<file path="config.mk">
export PLATFORM = sky130hd
export DESIGN_NAME = serial_block_subtractor
export DESIGN_NICKNAME = d
export VERILOG_FILES = /design/src/rtl/serial_block_subtractor.sv
export SDC_FILE = /design/constraint.sdc
export NUM_CORES = 1
export LEC_CHECK = 0
export CELL_PAD_IN_SITES_DETAIL_PLACEMENT = 1
export CELL_PAD_IN_SITES_GLOBAL_PLACEMENT = 1
export CORE_UTILIZATION = 35
export DETAILED_ROUTE_END_ITERATION = 10
export PLACE_DENSITY_LB_ADDON = 0.12
export SYNTH_ARGS = -nofsm -noshare
export SYNTH_HDL_FRONTEND = slang
export SYNTH_SLANG_ARGS = --single-unit
</file>
<file path="constraint.sdc">
create_clock -name clk -period 3.3 [get_ports clk]
set_clock_uncertainty 0.15 [all_clocks]
set_input_delay 0.66 -clock clk [delete_from_list [all_inputs] [get_ports clk]]
set_output_delay 0.66 -clock clk [all_outputs]
set_load 0.03 [all_outputs]
</file>
<file path="src/rtl/serial_block_subtractor.sv">
// serial_block_subtractor
//   Computes diff = (a - b - bin) mod 2^WIDTH one 4-bit block per clock,
//   from the LSB block to the MSB block. Each side has a valid/ready handshake.
//
// Ports
//   clk        rising-edge clock
//   rst_n      asynchronous active-low reset
//   in_valid   operands a/b/bin are valid
//   in_ready   an operation can be accepted (IDLE only)
//   a, b       minuend / subtrahend, WIDTH bits
//   bin        borrow-in
//   out_valid  diff/bout/ovf are valid (DONE only)
//   out_ready  consumer takes the result
//   diff       (a - b - bin) mod 2^WIDTH
//   bout       unsigned borrow-out (a < b + bin)
//   ovf        two's-complement overflow of a - b - bin
//
// state  | meaning
// -------+-----------------------------------------------------
// IDLE   | waiting for in_valid; operands captured on accept
// RUN    | one 4-bit block subtracted per cycle, index 0..N-1
// DONE   | result held with out_valid=1 until out_ready
module serial_block_subtractor #(
  parameter int WIDTH = 64
) (
  input  logic             clk,
  input  logic             rst_n,
  input  logic             in_valid,
  output logic             in_ready,
  input  logic [WIDTH-1:0] a,
  input  logic [WIDTH-1:0] b,
  input  logic             bin,
  output logic             out_valid,
  input  logic             out_ready,
  output logic [WIDTH-1:0] diff,
  output logic             bout,
  output logic             ovf
);

  localparam int N  = WIDTH / 4;
  localparam int IW = (N > 1) ? $clog2(N) : 1;
  localparam logic [IW-1:0] LAST_IDX = IW'(N - 1);

  localparam logic [1:0] S_IDLE = 2'd0;
  localparam logic [1:0] S_RUN  = 2'd1;
  localparam logic [1:0] S_DONE = 2'd2;

  logic [1:0]       state_q;
  logic [IW-1:0]    idx_q;
  logic             borrow_q;
  logic [WIDTH-1:0] a_q;
  logic [WIDTH-1:0] b_q;
  logic [WIDTH-1:0] diff_q;
  logic             bout_q;
  logic             ovf_q;

  logic [3:0] blk_a;
  logic [3:0] blk_b;
  logic [4:0] sum5;
  logic [3:0] low4;
  logic       borrow_out;
  logic       borrow_into_msb;

  // Subtraction as a + ~b + ~borrow; the carry-out is the inverted borrow.
  // low4 repeats the sum over bits [2:0] only, giving the borrow into bit 3
  // of the block, which for the last block is the borrow into bit WIDTH-1.
  always_comb begin
    blk_a           = a_q[{idx_q, 2'b00} +: 4];
    blk_b           = b_q[{idx_q, 2'b00} +: 4];
    sum5            = {1'b0, blk_a} + {1'b0, ~blk_b} + {4'b0000, ~borrow_q};
    low4            = {1'b0, blk_a[2:0]} + {1'b0, ~blk_b[2:0]} + {3'b000, ~borrow_q};
    borrow_out      = ~sum5[4];
    borrow_into_msb = ~low4[3];
  end

  always_ff @(posedge clk or negedge rst_n) begin
    if (!rst_n) begin
      state_q  <= S_IDLE;
      idx_q    <= '0;
      borrow_q <= 1'b0;
      a_q      <= '0;
      b_q      <= '0;
      diff_q   <= '0;
      bout_q   <= 1'b0;
      ovf_q    <= 1'b0;
    end else begin
      case (state_q)
        S_IDLE: begin
          if (in_valid) begin
            a_q      <= a;
            b_q      <= b;
            borrow_q <= bin;
            idx_q    <= '0;
            state_q  <= S_RUN;
          end
        end
        S_RUN: begin
          diff_q[{idx_q, 2'b00} +: 4] <= sum5[3:0];
          borrow_q                    <= borrow_out;
          if (idx_q == LAST_IDX) begin
            bout_q  <= borrow_out;
            ovf_q   <= borrow_into_msb ^ borrow_out;
            state_q <= S_DONE;
          end else begin
            idx_q <= idx_q + 1'b1;
          end
        end
        S_DONE: begin
          if (out_ready) begin
            state_q <= S_IDLE;
          end
        end
        default: state_q <= S_IDLE;
      endcase
    end
  end

  assign in_ready  = (state_q == S_IDLE);
  assign out_valid = (state_q == S_DONE);
  assign diff      = diff_q;
  assign bout      = bout_q;
  assign ovf       = ovf_q;

endmodule
</file>
Word-level counts from Yosys, hierarchy flattened
Index checks and enable logic that the tools add are counted.
Cells by class
  $add $sub $neg: 6
  equality and inequality tests: 7
  shifts and indexed selects: 4
  muxes and demuxes: 10
  bitwise operators: 6
  reductions and logical operators: 7
Operators with widths (number)
  $shiftx 64x7->4: 2
  $bwmux 64: 1
  $shift 4x8->64 const A: 1
  $shiftx 4x8->64: 1
  $mux 4: 2
  $neg 6->8: 1
  $pmux 4 s2: 1
  $mux 2: 3
  $ne 2x2->1 const B: 3
  $pmux 2 s3: 1
  $reduce_and 2->1: 3
  $reduce_and 3->1: 2
  $add 4x4->5: 1
  $add 5x1->5: 1
  $add 3x3->4: 1
  $add 4x1->4: 1
  $add 4x1->4 const B: 1
  $eq 4x4->1 const B: 1
  $not 4->4: 1
  $not 1->1: 3
  $not 3->3: 1
  $eq 2x1->1 const B: 1
  $eq 2x2->1 const B: 1
  $logic_not 2->1: 1
  5 further kinds: 5
Storage, ports and cells
  register bits after elaboration: 201
  logic and storage cells: 48

Logic depth before layout (Yosys ltp)
  depth after elaboration: 6
  mapped depth: 14
  gate-level depth less buffers: 10

Least setup slack after synthesis
Ideal clock, no wire load.
  path type: reg-to-reg
  start: register idx_q[0]
  end: register diff_q[21], in the netlist diff[21]
  library setup time: 0.125 ns
  data arrival time: 3.287 ns
  data required time: 3.025 ns
  setup slack: -0.261 ns
  stages on the path, launching flop included: 11
  buffers on the path: 3
  period minus slack after synthesis: 3.561 ns
  path through: dfrtp_1 buf_2 buf_2 mux4_2 a221o_1 fa_1 fa_1 clkbuf_1 nor3b_1 nor2b_1 mux2_2
Between the ends
  cells in the longest elaborated chain, start to end: 6
Ends and longest elaborated chain
  start, declared: RTL line 49  | logic [IW-1:0] idx_q;
  start signal, assigned: RTL line 105  | idx_q <= idx_q + 1'b1;
  $shiftx 64x7->4: RTL line 69  | blk_b = b_q[{idx_q, 2'b00} +: 4];
  $not 4->4: RTL line 70  | sum5 = {1'b0, blk_a} + {1'b0, ~blk_b} + {4'b0000, ~borrow_q};
  $add 4x4->5: RTL line 70
  $add 5x1->5: RTL line 70
  $shiftx 4x8->64: RTL line 98  | diff_q[{idx_q, 2'b00} +: 4] <= sum5[3:0];
  $bwmux 64 (*): RTL line 98
  end signal, assigned by index: RTL line 98
  end, declared: RTL line 53  | logic [WIDTH-1:0] diff_q;
Every way passes the cells marked *; elsewhere a longest branch is shown, timed or not.
A chain may end at the register's enable or synchronous reset.

Worst setup path after layout
  start: register idx_q[0]
  end: register diff_q[53], in the netlist diff[53]
The elaborated chain is that of the path after synthesis.

==> qor.yml <==
dp_slack_ps: -242
total_power_mw: 15.2
yosysUniqueCellTypes: 54
synth-xor-area-share_pct: 0.563
drtAntennaViolNets: 0
worst_ep_arrival_time_ps: 3540
synth_compound_area_share_pct: 5.35
grt_start_max_net_pins: 82
cts_buffers: 24
r2r_start: "idx_q[0]"
synth_edf_count: 0
grt.busiest_layer: "met2"
die_h_um: 165
place_inst: 1464
dpl_cell_area_um2: 12100
cp.required_ps: 3540
final_nets: 1298
grt_pass1_wl_mm: 44.0
powerDensity_nw_per_um2: 1170
cp-startpoint: "idx_q[0]"
final_common_cell: "nand2_1"
crit_path_max_fanout: 8
ioPinCount: 201
fin_hold_ws_ps: 45.9
num_rows: 59
viasPerCell: 4.91
port_buffers: 200
synth_fa_ha_area_share_pct: 1.50
synth_top_flop_cell: "dfrtp_1"
wl_mm: 27.5
first_iter_violations: 359
layout_common_cells: "401 x nand2_1, 199 x dfrtp_1, 199 x clkdlybuf4s50_1"
area_growth_pct: 39.3
violations: "DRC"
vdd_drop_max_v: 0.00118
worst-setup-path-type: "reg -> reg"
cts_hold_buf: 0
syn-mean-instance-area_um2: 10.0
fin_cells: 1506
cts-root-buf: "clkbuf_16"
path_clk_slew_ps: 60
core_um2: 26100
dr.pass1.iters: 8
slew_headroom_pct: 43.1
endpoint_kind: "flop"
synth_top_family_by_area: "simple AND/OR/NAND/NOR gates"
period_needed_ps: 3300
fin_crit_sh_pct: 100
drv_cap: 0
final_area_um2: 13000
drc_errors: 22
fp.dieW_um: 165
max-clock-path-buffers: 3
die_area_um2: 27300
gp_congestion: 0.806
ys_ff_latch: 201
antenna_found_initial: 0
rsz0062_at_grt: "true"
grt_pass1_vias: 7939
min_path_type: "in -> async"
netlist_area_um2: 9330
wl_per_cell_um: 18.2
dp_hpwl_mm: 20.3
num_vias: 7392
drive_gt1_share_pct: 17.2
layout_setup_ws_ps: 0.800
ys_seq_area_share_pct: 53.9
setup_viol: 0
syn_inst: 931
worst_setup_path_start_kind: "flop"
hold_violations: 0
initial_core_util_pct: 35.7
use_met2_pct: 35.5
overflow: 0
muxShareOfSynthArea_pct: 13.0
fill_cells: 2916
cts.sinks: 201
ys_warn_count: 0
cts_tree: "done"
grtUsageTotal_pct: 21.0
fmax_ghz: 0.303
tightest_slew_ps: 854
slew_violations: 0
async_flop_share_pct: 100
p_leak_nw: 6.14
antenna_cells: 0
finalSetupTns_ps: 0
status: "complete, but fails checks"
synth.net_count: 1074
met1_usage_pct: 28.4
final_util_pct: 49.7
insertion_delay_ps: 510
yosys.area_share.simple_pct: 22.2
htreeDepth: 1
grtUsageMet3_pct: 3.40
==> report_power, final <==
part | switching [mW] | internal [mW] | leakage [nW]
Sequential | 0.679 | 3.52 | 2.57
Combinational | 4.46 | 3.78 | 3.15
Clock | 1.02 | 1.72 | 0.411
==> logic make-up (layout without fill, tap and decap cells) <==
family | Yosys count | after routing
and+or+nand+nor | 496 | 496
DFF | 201 | 201
muxes | 84 | 84
buffers and inverters | 69 | 309
AOI/OAI and AO/OA | 65 | 65
adders and majority gates | 10 | 10
xor gates and xnor gates | 6 | 6
==> final timing paths <==
check / end / slack (ps) / cells after the start
setup / recovery: diff[53] / 0.8 / 8
setup reg to reg: diff[53] / 0.8 / 8
min in group clk: a_q[42] / 320 / 2
max in group asynchronous: diff[24] / 2120 / 2
hold reg to reg: a_q[42] / 320 / 2
hold / removal: a_q[2] / 50 / 1
==> state kept, by name, summed over array words and instances (netlist names) <==
register,flops
bout,1
borrow_q,1
state_q,2
a_q,64
ovf,1
diff,64
idx_q,4
b_q,64
==> layer usage <==
metal / share of wire, % / vias to the layer above / wire (um)
li1: - / 3547 / -
met1: 44 / 3644 / 12200
met2: 49 / 174 / 13600
met3: 4.5 / 27 / 1240
met4: 1.6 / 0 / 451
met5: 0 / - / 0
==> synth_stat cells (7+ instances only) <==
cell type | count | area share (%)
buf_2 | 10 | 0.54
clkbuf_1 | 35 | 1.4
dfrtp_1 | 201 | 54
ha_1 | 8 | 1.1
inv_1 | 13 | 0.52
mux2_2 | 49 | 5.9
mux2i_1 | 9 | 0.97
mux4_2 | 25 | 6.0
nand2_1 | 401 | 16
nand3_1 | 15 | 0.80
nor2_1 | 25 | 1.0
nor2b_1 | 11 | 0.74
nor3_1 | 7 | 0.38
nor3b_1 | 8 | 0.64
o21ai_0 | 12 | 0.64
o31ai_1 | 7 | 0.56
==> repair_timing <==
item / in CTS / in global routing
setup buffers: 0 / 0
pin swaps: 3 / 4
gates resized for setup: 9 / 15
gates cloned: 0 / 0
endpoints found under the setup margin: 37 / 44
==> layout make-up <==
class | count | area (um2) | area share [%]
clock inverters | 8 | 115 | 0.886
repair buffers | 254 | 2560 | 19.7
well taps | 335 | 419 | 3.23
multi-input cells | 661 | 4110 | 31.6
clock buffers | 34 | 709 | 5.46
inverters | 13 | 48.8 | 0.375
flip-flops and latches | 201 | 5030 | 38.7
==> critical path: stages, from the launching register on <==
cell and delay [ps]:
dfrtp_4 530, buf_12 140, mux4_2 410, a221o_1 390
fa_2 360, fa_2 690, nor3b_2 80, nor2b_2 160
mux2_2 260
No activity file was read; power rests on OpenSTA's default activity.
